`src/rtl/apd_protection_ctrl.sv`:
```
// -----------------------------------------------------------------------------
// apd_protection_ctrl
//
// Multi-channel APD protection controller. Counts photon pulses per channel
// over a fixed window of clk cycles and gates the laser AOM drive when any
// channel count exceeds THRESH. After a trip it cools down with the laser off
// and re-probes for one window. It locks out after MAX_RETRY trips until an
// operator clear.
//
// Optional feature macro: APD_PROT_RATE_MON_EN
//   defined   : rate_max_o reports the highest channel count of the last
//               completed window.
//   undefined : rate_max_o is tied to 0 and no comparator tree is built.
//
// Ports:
//   clk_i         system clock
//   reset_n_i     asynchronous active-low reset
//   photon_i      asynchronous APD pulses, one bit per channel
//   laser_i       requested AOM drive
//   enable_i      protection active (0 = bypass)
//   clear_i       single-cycle operator re-arm
//   aomout_o      gated AOM drive (registered)
//   alarm_o       high in TRIPPED and LOCKED
//   locked_o      high in LOCKED
//   trip_ch_o     channels over threshold at the last trip (sticky until clear)
//   retry_cnt_o   trips since last clear or successful probe
//   rate_max_o    max channel count of the last completed window
//
// State table:
//   state       | meaning
//   ST_BYPASS   | protection off, aomout follows laser, counters held at 0
//   ST_ARMED    | counting windows, aomout follows laser
//   ST_TRIPPED  | laser off, cool-down timer running, photons ignored
//   ST_PROBE    | one trial window with laser on after cool-down
//   ST_LOCKED   | laser off until operator clear
// -----------------------------------------------------------------------------
module apd_protection_ctrl #(
    parameter int               NCH       = 2,
    parameter int               CNT_W     = 25,
    parameter int               WIN_LEN   = 8388608,
    parameter logic [CNT_W-1:0] THRESH    = CNT_W'(25'h0030000),
    parameter int               COOL_LEN  = 16777216,
    parameter int               MAX_RETRY = 3
) (
    input  logic             clk_i,
    input  logic             reset_n_i,
    input  logic [NCH-1:0]   photon_i,
    input  logic             laser_i,
    input  logic             enable_i,
    input  logic             clear_i,
    output logic             aomout_o,
    output logic             alarm_o,
    output logic             locked_o,
    output logic [NCH-1:0]   trip_ch_o,
    output logic [3:0]       retry_cnt_o,
    output logic [CNT_W-1:0] rate_max_o
);

    localparam int WIN_W  = $clog2(WIN_LEN);
    localparam int COOL_W = (COOL_LEN > 1) ? $clog2(COOL_LEN) : 1;
    localparam logic [WIN_W-1:0]  WIN_LAST  = WIN_W'(WIN_LEN - 1);
    localparam logic [COOL_W-1:0] COOL_LAST = COOL_W'(COOL_LEN - 1);

    typedef enum logic [2:0] {
        ST_BYPASS,
        ST_ARMED,
        ST_TRIPPED,
        ST_PROBE,
        ST_LOCKED
    } state_t;

    state_t             state_q, state_d;
    logic [NCH-1:0]     sync1_q, sync2_q, sync3_q;
    logic [NCH-1:0]     pedge;
    logic [CNT_W-1:0]   cnt_q   [NCH];
    logic [CNT_W-1:0]   cnt_d   [NCH];
    logic [CNT_W-1:0]   cnt_inc [NCH];
    logic [NCH-1:0]     over_q, over_d;
    logic [WIN_W-1:0]   win_q, win_d;
    logic [COOL_W-1:0]  cool_q, cool_d;
    logic [3:0]         retry_q, retry_d;
    logic [NCH-1:0]     trip_ch_q, trip_ch_d;
    logic               aomout_q, alarm_q, locked_q;
    logic               trip, win_term, cool_done, restart, count_en;
    logic [3:0]         retry_inc;

    // sync2 is the second synchronizer stage; sync3 only remembers its
    // previous value for rising-edge detection.
    assign pedge     = sync2_q & ~sync3_q;
    assign trip      = |over_q;
    assign win_term  = (win_q == WIN_LAST);
    assign cool_done = (cool_q == '0);
    assign retry_inc = (retry_q == 4'hF) ? retry_q : retry_q + 4'd1;

    always_comb begin
        state_d   = state_q;
        retry_d   = retry_q;
        trip_ch_d = trip_ch_q;
        restart   = 1'b0;

        unique case (state_q)
            ST_BYPASS: begin
                if (enable_i) begin
                    state_d = ST_ARMED;
                    restart = 1'b1;
                end
            end
            ST_ARMED: begin
                if (!enable_i) begin
                    state_d = ST_BYPASS;
                end else if (trip) begin
                    state_d   = ST_TRIPPED;
                    retry_d   = retry_inc;
                    trip_ch_d = over_q;
                end else if (clear_i) begin
                    restart   = 1'b1;
                    retry_d   = '0;
                    trip_ch_d = '0;
                end
            end
            ST_TRIPPED: begin
                if (!enable_i) begin
                    state_d = ST_BYPASS;
                end else if (clear_i) begin
                    state_d   = ST_ARMED;
                    restart   = 1'b1;
                    retry_d   = '0;
                    trip_ch_d = '0;
                end else if (cool_done) begin
                    state_d = (retry_q == 4'(MAX_RETRY)) ? ST_LOCKED : ST_PROBE;
                    restart = 1'b1;
                end
            end
            ST_PROBE: begin
                if (!enable_i) begin
                    state_d = ST_BYPASS;
                end else if (trip) begin
                    state_d   = ST_TRIPPED;
                    retry_d   = retry_inc;
                    trip_ch_d = over_q;
                end else if (clear_i) begin
                    state_d   = ST_ARMED;
                    restart   = 1'b1;
                    retry_d   = '0;
                    trip_ch_d = '0;
                end else if (win_term) begin
                    // Clean probe: the window wraps naturally into ARMED.
                    state_d = ST_ARMED;
                    retry_d = '0;
                end
            end
            ST_LOCKED: begin
                if (clear_i) begin
                    state_d   = ST_ARMED;
                    restart   = 1'b1;
                    retry_d   = '0;
                    trip_ch_d = '0;
                end
            end
            default: state_d = ST_BYPASS;
        endcase
    end

    // Counting continues only while staying in ARMED/PROBE without a restart.
    assign count_en = ((state_d == ST_ARMED) || (state_d == ST_PROBE)) && !restart;

    always_comb begin
        win_d = '0;
        for (int c = 0; c < NCH; c++) begin
            cnt_inc[c] = (pedge[c] && (cnt_q[c] != '1)) ? cnt_q[c] + 1'b1 : cnt_q[c];
            cnt_d[c]   = '0;
        end
        if (count_en) begin
            if (win_term) begin
                win_d = '0;
                for (int c = 0; c < NCH; c++)
                    cnt_d[c] = pedge[c] ? CNT_W'(1) : '0;
            end else begin
                win_d = win_q + 1'b1;
                for (int c = 0; c < NCH; c++)
                    cnt_d[c] = cnt_inc[c];
            end
        end
        // Compare against the next count so the register updates together
        // with the count; the state reacts one cycle later.
        for (int c = 0; c < NCH; c++)
            over_d[c] = (cnt_d[c] > THRESH);
    end

    always_comb begin
        cool_d = cool_q;
        if ((state_d == ST_TRIPPED) && (state_q != ST_TRIPPED))
            cool_d = COOL_LAST;
        else if ((state_q == ST_TRIPPED) && !cool_done)
            cool_d = cool_q - 1'b1;
    end

`ifdef APD_PROT_RATE_MON_EN
    logic [CNT_W-1:0] rate_q, rate_d, max_v;

    always_comb begin
        max_v = '0;
        for (int c = 0; c < NCH; c++)
            if (cnt_inc[c] > max_v)
                max_v = cnt_inc[c];
        rate_d = rate_q;
        if (state_d == ST_BYPASS)
            rate_d = '0;
        else if (((state_q == ST_ARMED) || (state_q == ST_PROBE)) && win_term)
            rate_d = max_v;
    end

    always_ff @(posedge clk_i or negedge reset_n_i) begin
        if (!reset_n_i) rate_q <= '0;
        else            rate_q <= rate_d;
    end

    assign rate_max_o = rate_q;
`else
    assign rate_max_o = '0;
`endif

    always_ff @(posedge clk_i or negedge reset_n_i) begin
        if (!reset_n_i) begin
            state_q   <= ST_BYPASS;
            sync1_q   <= '0;
            sync2_q   <= '0;
            sync3_q   <= '0;
            cnt_q     <= '{default: '0};
            over_q    <= '0;
            win_q     <= '0;
            cool_q    <= '0;
            retry_q   <= '0;
            trip_ch_q <= '0;
            aomout_q  <= 1'b0;
            alarm_q   <= 1'b0;
            locked_q  <= 1'b0;
        end else begin
            state_q   <= state_d;
            sync1_q   <= photon_i;
            sync2_q   <= sync1_q;
            sync3_q   <= sync2_q;
            cnt_q     <= cnt_d;
            over_q    <= over_d;
            win_q     <= win_d;
            cool_q    <= cool_d;
            retry_q   <= retry_d;
            trip_ch_q <= trip_ch_d;
            aomout_q  <= laser_i & ((state_d == ST_BYPASS) || (state_d == ST_ARMED) ||
                                    (state_d == ST_PROBE));
            alarm_q   <= (state_d == ST_TRIPPED) || (state_d == ST_LOCKED);
            locked_q  <= (state_d == ST_LOCKED);
        end
    end

    assign aomout_o    = aomout_q;
    assign alarm_o     = alarm_q;
    assign locked_o    = locked_q;
    assign trip_ch_o   = trip_ch_q;
    assign retry_cnt_o = retry_q;

endmodule

```
`config.mk`:
```
export PLATFORM = sky130hd
export DESIGN_NAME = apd_protection_ctrl
export DESIGN_NICKNAME = d
export VERILOG_FILES = /design/src/rtl/apd_protection_ctrl.sv
export SDC_FILE = /design/constraint.sdc
export NUM_CORES = 1
export LEC_CHECK = 0
export ABC_AREA = 1
export ABC_CLOCK_PERIOD_IN_PS = 2650
export CAP_MARGIN = 20
export CORE_MARGIN = 2
export CORE_UTILIZATION = 61
export CTS_CLUSTER_DIAMETER = 150
export DETAILED_ROUTE_END_ITERATION = 12
export PLACE_DENSITY = 0.81
export SYNTH_ARGS = -nofsm -noshare
export SYNTH_HDL_FRONTEND = slang
export SYNTH_SLANG_ARGS = --single-unit
```
`constraint.sdc`:
```
create_clock -name clk_i -period 2.65 [get_ports clk_i]
set_clock_uncertainty 0.2 [all_clocks]
set_input_delay 0.53 -clock clk_i [delete_from_list [all_inputs] [get_ports clk_i]]
set_output_delay 0.53 -clock clk_i [all_outputs]
set_load 0.03 [all_outputs]
```
# Word level (Yosys, flattened, before mapping)
# Cells that the tools add are included.
# op_classes
n_eq_ne	19
div	0
mux	46
bitwise_logic	3
order_cmp	2
shift	0
n_addsub	5
n_reduce_logical	21
multipliers	0
# ops
op	n
two-way mux 50 bit	2
adder 25 x 1 -> 25 bit (second input constant)	2
> comparator 25 x 18 -> 1 bit (second input constant)	2
two-way mux 25 bit	2
inequality test 25 bit (second input constant)	2
two-way mux 24 bit	2
two-way mux 23 bit	2
two-way mux 3 bit	12
two-way mux 4 bit	9
zero test 24 bit	1
subtractor 24 x 1 -> 24 bit (second input constant)	1
adder 23 x 1 -> 23 bit (second input constant)	1
equality test 23 bit (second input constant)	1
case mux 4 bit (4 select lines)	1
case mux 3 bit (5 select lines)	1
equality test 3 x 2 -> 1 bit (second input constant)	4
two-way mux 1 bit	9
two-way mux 2 bit	4
equality test 3 x 1 -> 1 bit (second input constant)	2
equality test 3 bit (second input constant)	2
zero test 3 bit	2
inequality test 2 bit (second input constant)	3
case mux 2 bit (3 select lines)	1
logical AND 1 bit	5
18 further kinds	23
# word_totals
inputBits	7
romBits	0
latchBits	0
wordCells	110
output_inout_bits	34
ram_bits	0
n_memories	0
reg_bits	117

# Depth between registers and ports, before layout
# Gate-level depths: netlist (run 1).
# depth
ltp_word	11
ltp_mapped	19
ltp_nobuf	18

# Worst setup path before layout (run 1)
# OpenSTA, ideal clock, no wires.
# synth_timing
path_type	reg2reg
startpoint	register cnt_q[0] (netlist name)
endpoint	register over_q[1]
setup_slack_ns	0.424
path_buffers	1
path_stages_with_launch	14
arrival_time_ns	1.909
setup_ns	0.117
t_required_ns	2.333
synth_period_minus_slack_ns	2.226
cell_sequence	dfrtp_1 ha_1 nand3_1 inv_1 nand2_1 nor2_2 a21oi_1 buf_2 nand4_1 xor2_1 o21ai_0 nand2_1 nor2_1 nand2_1
# synth_between
elab_chain_cells	6
word_cells_on_any_way	7
classes_between	add/sub (1); order compare (1); eq/ne (1); mux (3); reduce/logical (1)
# synth_lines
item	line	rtl
start: declaration	75	logic [CNT_W-1:0] cnt_q [NCH];
start signal: assignment	243	cnt_q <= cnt_d;
parallel branches: the longest is 2 deep, another holds adder 25 x 1 -> 25 bit	-	
two-way mux 25 bit (*)	170	cnt_inc[c] = (pedge[c] && (cnt_q[c] != '1)) ? cnt_q[c] + 1'b1 : cnt_q[c];
two-way mux 50 bit (*)	174	if (win_term) begin
two-way mux 50 bit (*)	173	if (count_en) begin
> comparator 25 x 18 -> 1 bit (*)	187	over_d[c] = (cnt_d[c] > THRESH);
via over_d[1]	78	logic [NCH-1:0] over_q, over_d;
end signal: assignment	244	over_q <= over_d;
end: declaration	78	
# Mark *: on every way through the listed nets, which the timed path passes.
# A chain may end at the register's enable or synchronous reset.

# Worst setup path after layout (run 1)
# layout_timing
startpoint	register cool_q[0]
endpoint	register cool_q[6]
# layout_between
elab_chain_cells	8
word_cells_on_any_way	13
classes_between	add/sub (1); eq/ne (1); mux (6); reduce/logical (5)
# layout_lines
item	line	rtl
start: declaration	80	logic [COOL_W-1:0] cool_q, cool_d;
start signal: assignment	246	cool_q <= cool_d;
zero test 24 bit	92	assign cool_done = (cool_q == '0);
two-way mux 3 bit	129	end else if (cool_done) begin
two-way mux 3 bit	124	end else if (clear_i) begin
two-way mux 3 bit	122	if (!enable_i) begin
case mux 3 bit (5 select lines)	101	unique case (state_q)
equality test 3 x 2 -> 1 bit	192	if ((state_d == ST_TRIPPED) && (state_q != ST_TRIPPED))
logical AND 1 bit	192	
two-way mux 24 bit or nonzero test 2 bit (tied branches)	-	
# Parallel ways exist; a longest one is shown, timed or not. The select of a mux whose other input is x is not followed.

==> key figures, run 1 <==
Timing
  – Setup TNS: 0 ns
  – Min Clock Period, post-route: 2.48 ns
  – Setup-violating endpoint count in the final report: 0
  – Final hold violations: 0
  – Final Cycle Share: 0.936
  – Worst-Margin Slew: roughly 0.54 ns
  – Worst hold slack: approximately 0.15 ns
  – Final Max Tran Viols: 0
  – Slew HR: 0.638
  – FMAX: 0.403 GHz

Global routing
  – Via count of the first global-routing pass: approximately 6300
  – Largest net degree at the start of global routing: 54
  – Antenna violations before repair: 0
  – Global route overflow: 0
  – First-pass GRT wire length: 29.2 mm
  – Global Route Usage Sum: 0.280

Logic synthesis
  – Seq/Total Area, Yosys: 0.392
  – Xor and xnor area share after synthesis: 0.0727
  – Post-synthesis simple-gate area fraction: 0.329
  – Compound-Gate Fraction of Synth Area: 0.0883
  – Synthesized cell area: ~0.0075 mm²
  – Synth Area per Inst: 7.07 µm²
  – Synthesis-stage register bit count: roughly 120
  – Post-Synth Adder-Cell Area: 0.0101
  – Mux cell area share after synthesis: 0
  – Yosys cell types: 42
  – YS warnings: 0
  – Largest family of logic cells by synthesized area: simple AND/OR/NAND/NOR gates
  – Syn Inst Count: approximately 1100

Die
  – Num rows: 40
  – Starting density of the core: 0.624
  – Area of the core: around 0.012 mm²
  – Top Ports: 41
  – Die width: between 100 and 150 µm
  – Die ar.: roughly 0.013 mm²
  – Die Ht: approximately 110 µm

Route
  – Drt drc: 0
  – Via count: between 6000 and 7000
  – TritonRoute pass-1 iters: 5
  – Vias/cell: ~5.4
  – WL final: approximately 17 mm
  – Detail Route Antenna Nets: 0
  – WL/cell: approximately 14 µm
  – Iteration-0 DRC Markers: between 500 and 600

CTS
  – CTS clk-pin slew, worst paths: approximately 0.05 ns
  – Clk Latency, worst-skew pair: around 0.42 ns
  – # clock sinks: ~120
  – # H-tree levels: 4
  – Clock buffer depth: 2
  – CTS Buf Count: 17
  – CTS tree: yes
  – CTS root buffer: clkbuf_16

Cells and area
  – Diodes inserted: 0
  – Layout Area Growth over Synthesis: 13.4%
  – Final nets: approximately 1100
  – Fillers: roughly 950
  – Commonest non-fill, non-tap cell in the layout: nand2_1
  – Layout cells sized above 1: 0.0941
  – Register area: 0.00293 mm²
  – Most frequent cells in the layout: 270 x nand2_1, 177 x nor2_1, 117 x dfrtp_1
  – Multi-input logic area: slightly below 0.004 mm²

Worst setup path
  – Crit-path cells: inv_2 > ha_1 > nand2_1 > nor2_1 > nand3_1 > nand2_1 > clkinv_1 > nand2_1 > xor2_1 > nand2_1
  – CP dominant cell by count: nand2_1
  – Critical path depth: 10
  – Crit Path Class: flip-flop to flip-flop
  – Crit-path slowest cell: dfrtp_1
  – Startpoint types: flip-flop
  – CP Capture Type: flip-flop
  – Worst R2R Path Depth: 10
  – RR Endpoint: cool_q[6]
  – Buf/Inv on CP: 2
  – Delay-heaviest family, CP: simple AND/OR/NAND/NOR gates
  – Worst EP required: ~2.8 ns
  – R2R setup slack: 0.17 ns
  – Critical path peak fanout: 10
  – FF-to-FF Start: cool_q[0]
  – Crit path DAT: about 2.6 ns
  – CP peak stage delay: between 0.4 and 0.5 ns

Min path
  – HP Class: flip-flop to flip-flop
  – Hold EP: sync2_q[1]
  – Hold depth: 0
  – Min-delay src: sync1_q[1]

Power
  – Net Sw Frac: 0.268
  – Seq pwr share: 0.394
  – P_leak: between 3 and 4 nW
  – Internal power: between 0.003 and 0.004 W
  – Logic pwr share: 0.119
  – Clock power share: 0.487
  – PwrDens: slightly below 600 mW/mm²
  – NetSw: around 0.0013 W
  – Max VDD drop: 0.476 mV
  – Total power: approximately 0.0050 W

Status
  – Status: finished, final reports clean

Run
  – Reported max-cap violation count: 0

Placed design
  – Detail Placement HPWL: around 12 mm
  – Final RePlAce weighted congestion: 0.981
  – Port bufs: 15
==> worst register-to-register path: stages, from the launching register on <==
cell and delay (ns):
dfrtp_1 0.41, inv_2 0.14, ha_1 0.20, nand2_1 0.07
nor2_1 0.13, nand3_1 0.19, nand2_1 0.30, clkinv_1 0.36
nand2_1 0.17, xor2_1 0.15, nand2_1 0.06
==> flip-flops by register name, indices dropped and copies added (netlist names), 3 cells and up <==
signal,flops
cool_q,24
cnt_q,50
state_q,3
win_q,23
retry_cnt_o,4
==> routing by layer <==
metal / track usage / part of all wire / vias up
met5: 0 / 0 / -
met4: 0.107 / 0.021 / 0
met3: 0.0603 / 0.052 / 37
met2: 0.463 / 0.49 / 202
met1: 0.363 / 0.44 / 3134
li1: - / - / 3361
==> synthesized netlist by cell type (all sizes together) <==
library cell | instances | area share
nand2 | 280 | 0.15
nor2 | 190 | 0.10
inv | 120 | 0.061
dfrtp | 117 | 0.39
o21ai | 60 | 0.040
nand3 | 56 | 0.040
a21oi | 55 | 0.037
buf | 46 | 0.045
xor2 | 39 | 0.046
xnor2 | 23 | 0.027
nand4 | 17 | 0.014
nor3 | 16 | 0.011
ha | 6 | 0.010
nor4 | 5 | 0.0042
a31oi | 4 | 0.0033
nand3b | 3 | 0.0030
o22ai | 3 | 0.0025
or2 | 3 | 0.0025
and3 | 2 | 0.0018
clkinv | 2 | 0.0012
nor3b | 2 | 0.0020
a311oi | 1 | 0.0012
and2 | 1 | 0.00084
clkbuf | 1 | 0.00050
conb | 1 | 0.00050
o211ai | 1 | 0.0010
o21bai | 1 | 0.0010
o31ai | 1 | 0.0010
o41ai | 1 | 0.0012
==> stage by stage <==
stage	area [µm²]	util	worst slack [ns]	instances
finish	8470	0.708	0.169	1252
global route	8470	0.708	-0.0431	1252
CTS	8360	0.699	0.0934	1247
detailed placement	7730	0.646	0.0807	1215
global placement	7730	0.646	0.147	1215
floorplan	7560	-	0.424	1081
==> layout make-up <==
type	instances	area share
multi-input combinational	795	0.455
sequential	117	0.346
inverter	122	0.0548
clock buffer	20	0.0528
timing repair buffer	40	0.0491
tap	147	0.0217
clock inverter	11	0.0207
==> power by group through the flow <==
stage	Sequential (W)	Clock [W]	Combinational, W
6_report	0.00197	0.00244	0.000598
2_1_floorplan	0.00198	0	0.000439
5_1_grt	0.00198	0.00255	0.000669
3_3_place_gp	0.00200	0	0.000562
4_1_cts	0.00197	0.00246	0.000590
3_5_place_dp	0.00199	0	0.000579
==> what timing repair did <==
action                                  in CTS  in global routing
setup buffers                                0                  5
resized for setup                            0                 18
hold buffers                                 1                  0
endpoints found under the hold margin       39                  0
endpoints found under the setup margin       0                 10
==> worst max path at each step <==
stage | endpoint | start | slack, ns
floorplan | over_q[1] | cnt_q[0] | 0.42
global placement | over_q[0] | clear_i | 0.15
detailed placement | over_q[0] | clear_i | 0.08
CTS | over_q[1] | cnt_q[1] | 0.09
global route | over_q[0] | cnt_q[25] | -0.04
finish | cool_q[6] | cool_q[0] | 0.17
==> logic make-up after synthesis <==
logic type                 after synthesis
DFF                                    117
xor gates and xnor gates                62
buffers and inverters                  169
and+or+nand+nor                        575
AOI/OAI and AO/OA                      127
adders and majority gates                6
other                                    1
(Power assumes the default switching activity.)
==> run 2, diff against run 1 <==
--- a/config.mk
+++ b/config.mk
@@ -7,7 +7,6 @@
 export LEC_CHECK = 0
 export ABC_AREA = 1
 export ABC_CLOCK_PERIOD_IN_PS = 2650
-export CAP_MARGIN = 20
 export CORE_MARGIN = 2
 export CORE_UTILIZATION = 61
 export CTS_CLUSTER_DIAMETER = 150
==> results of run 2 <==
Same layout as run 1: the final DEF is identical, and so are final timing and power.
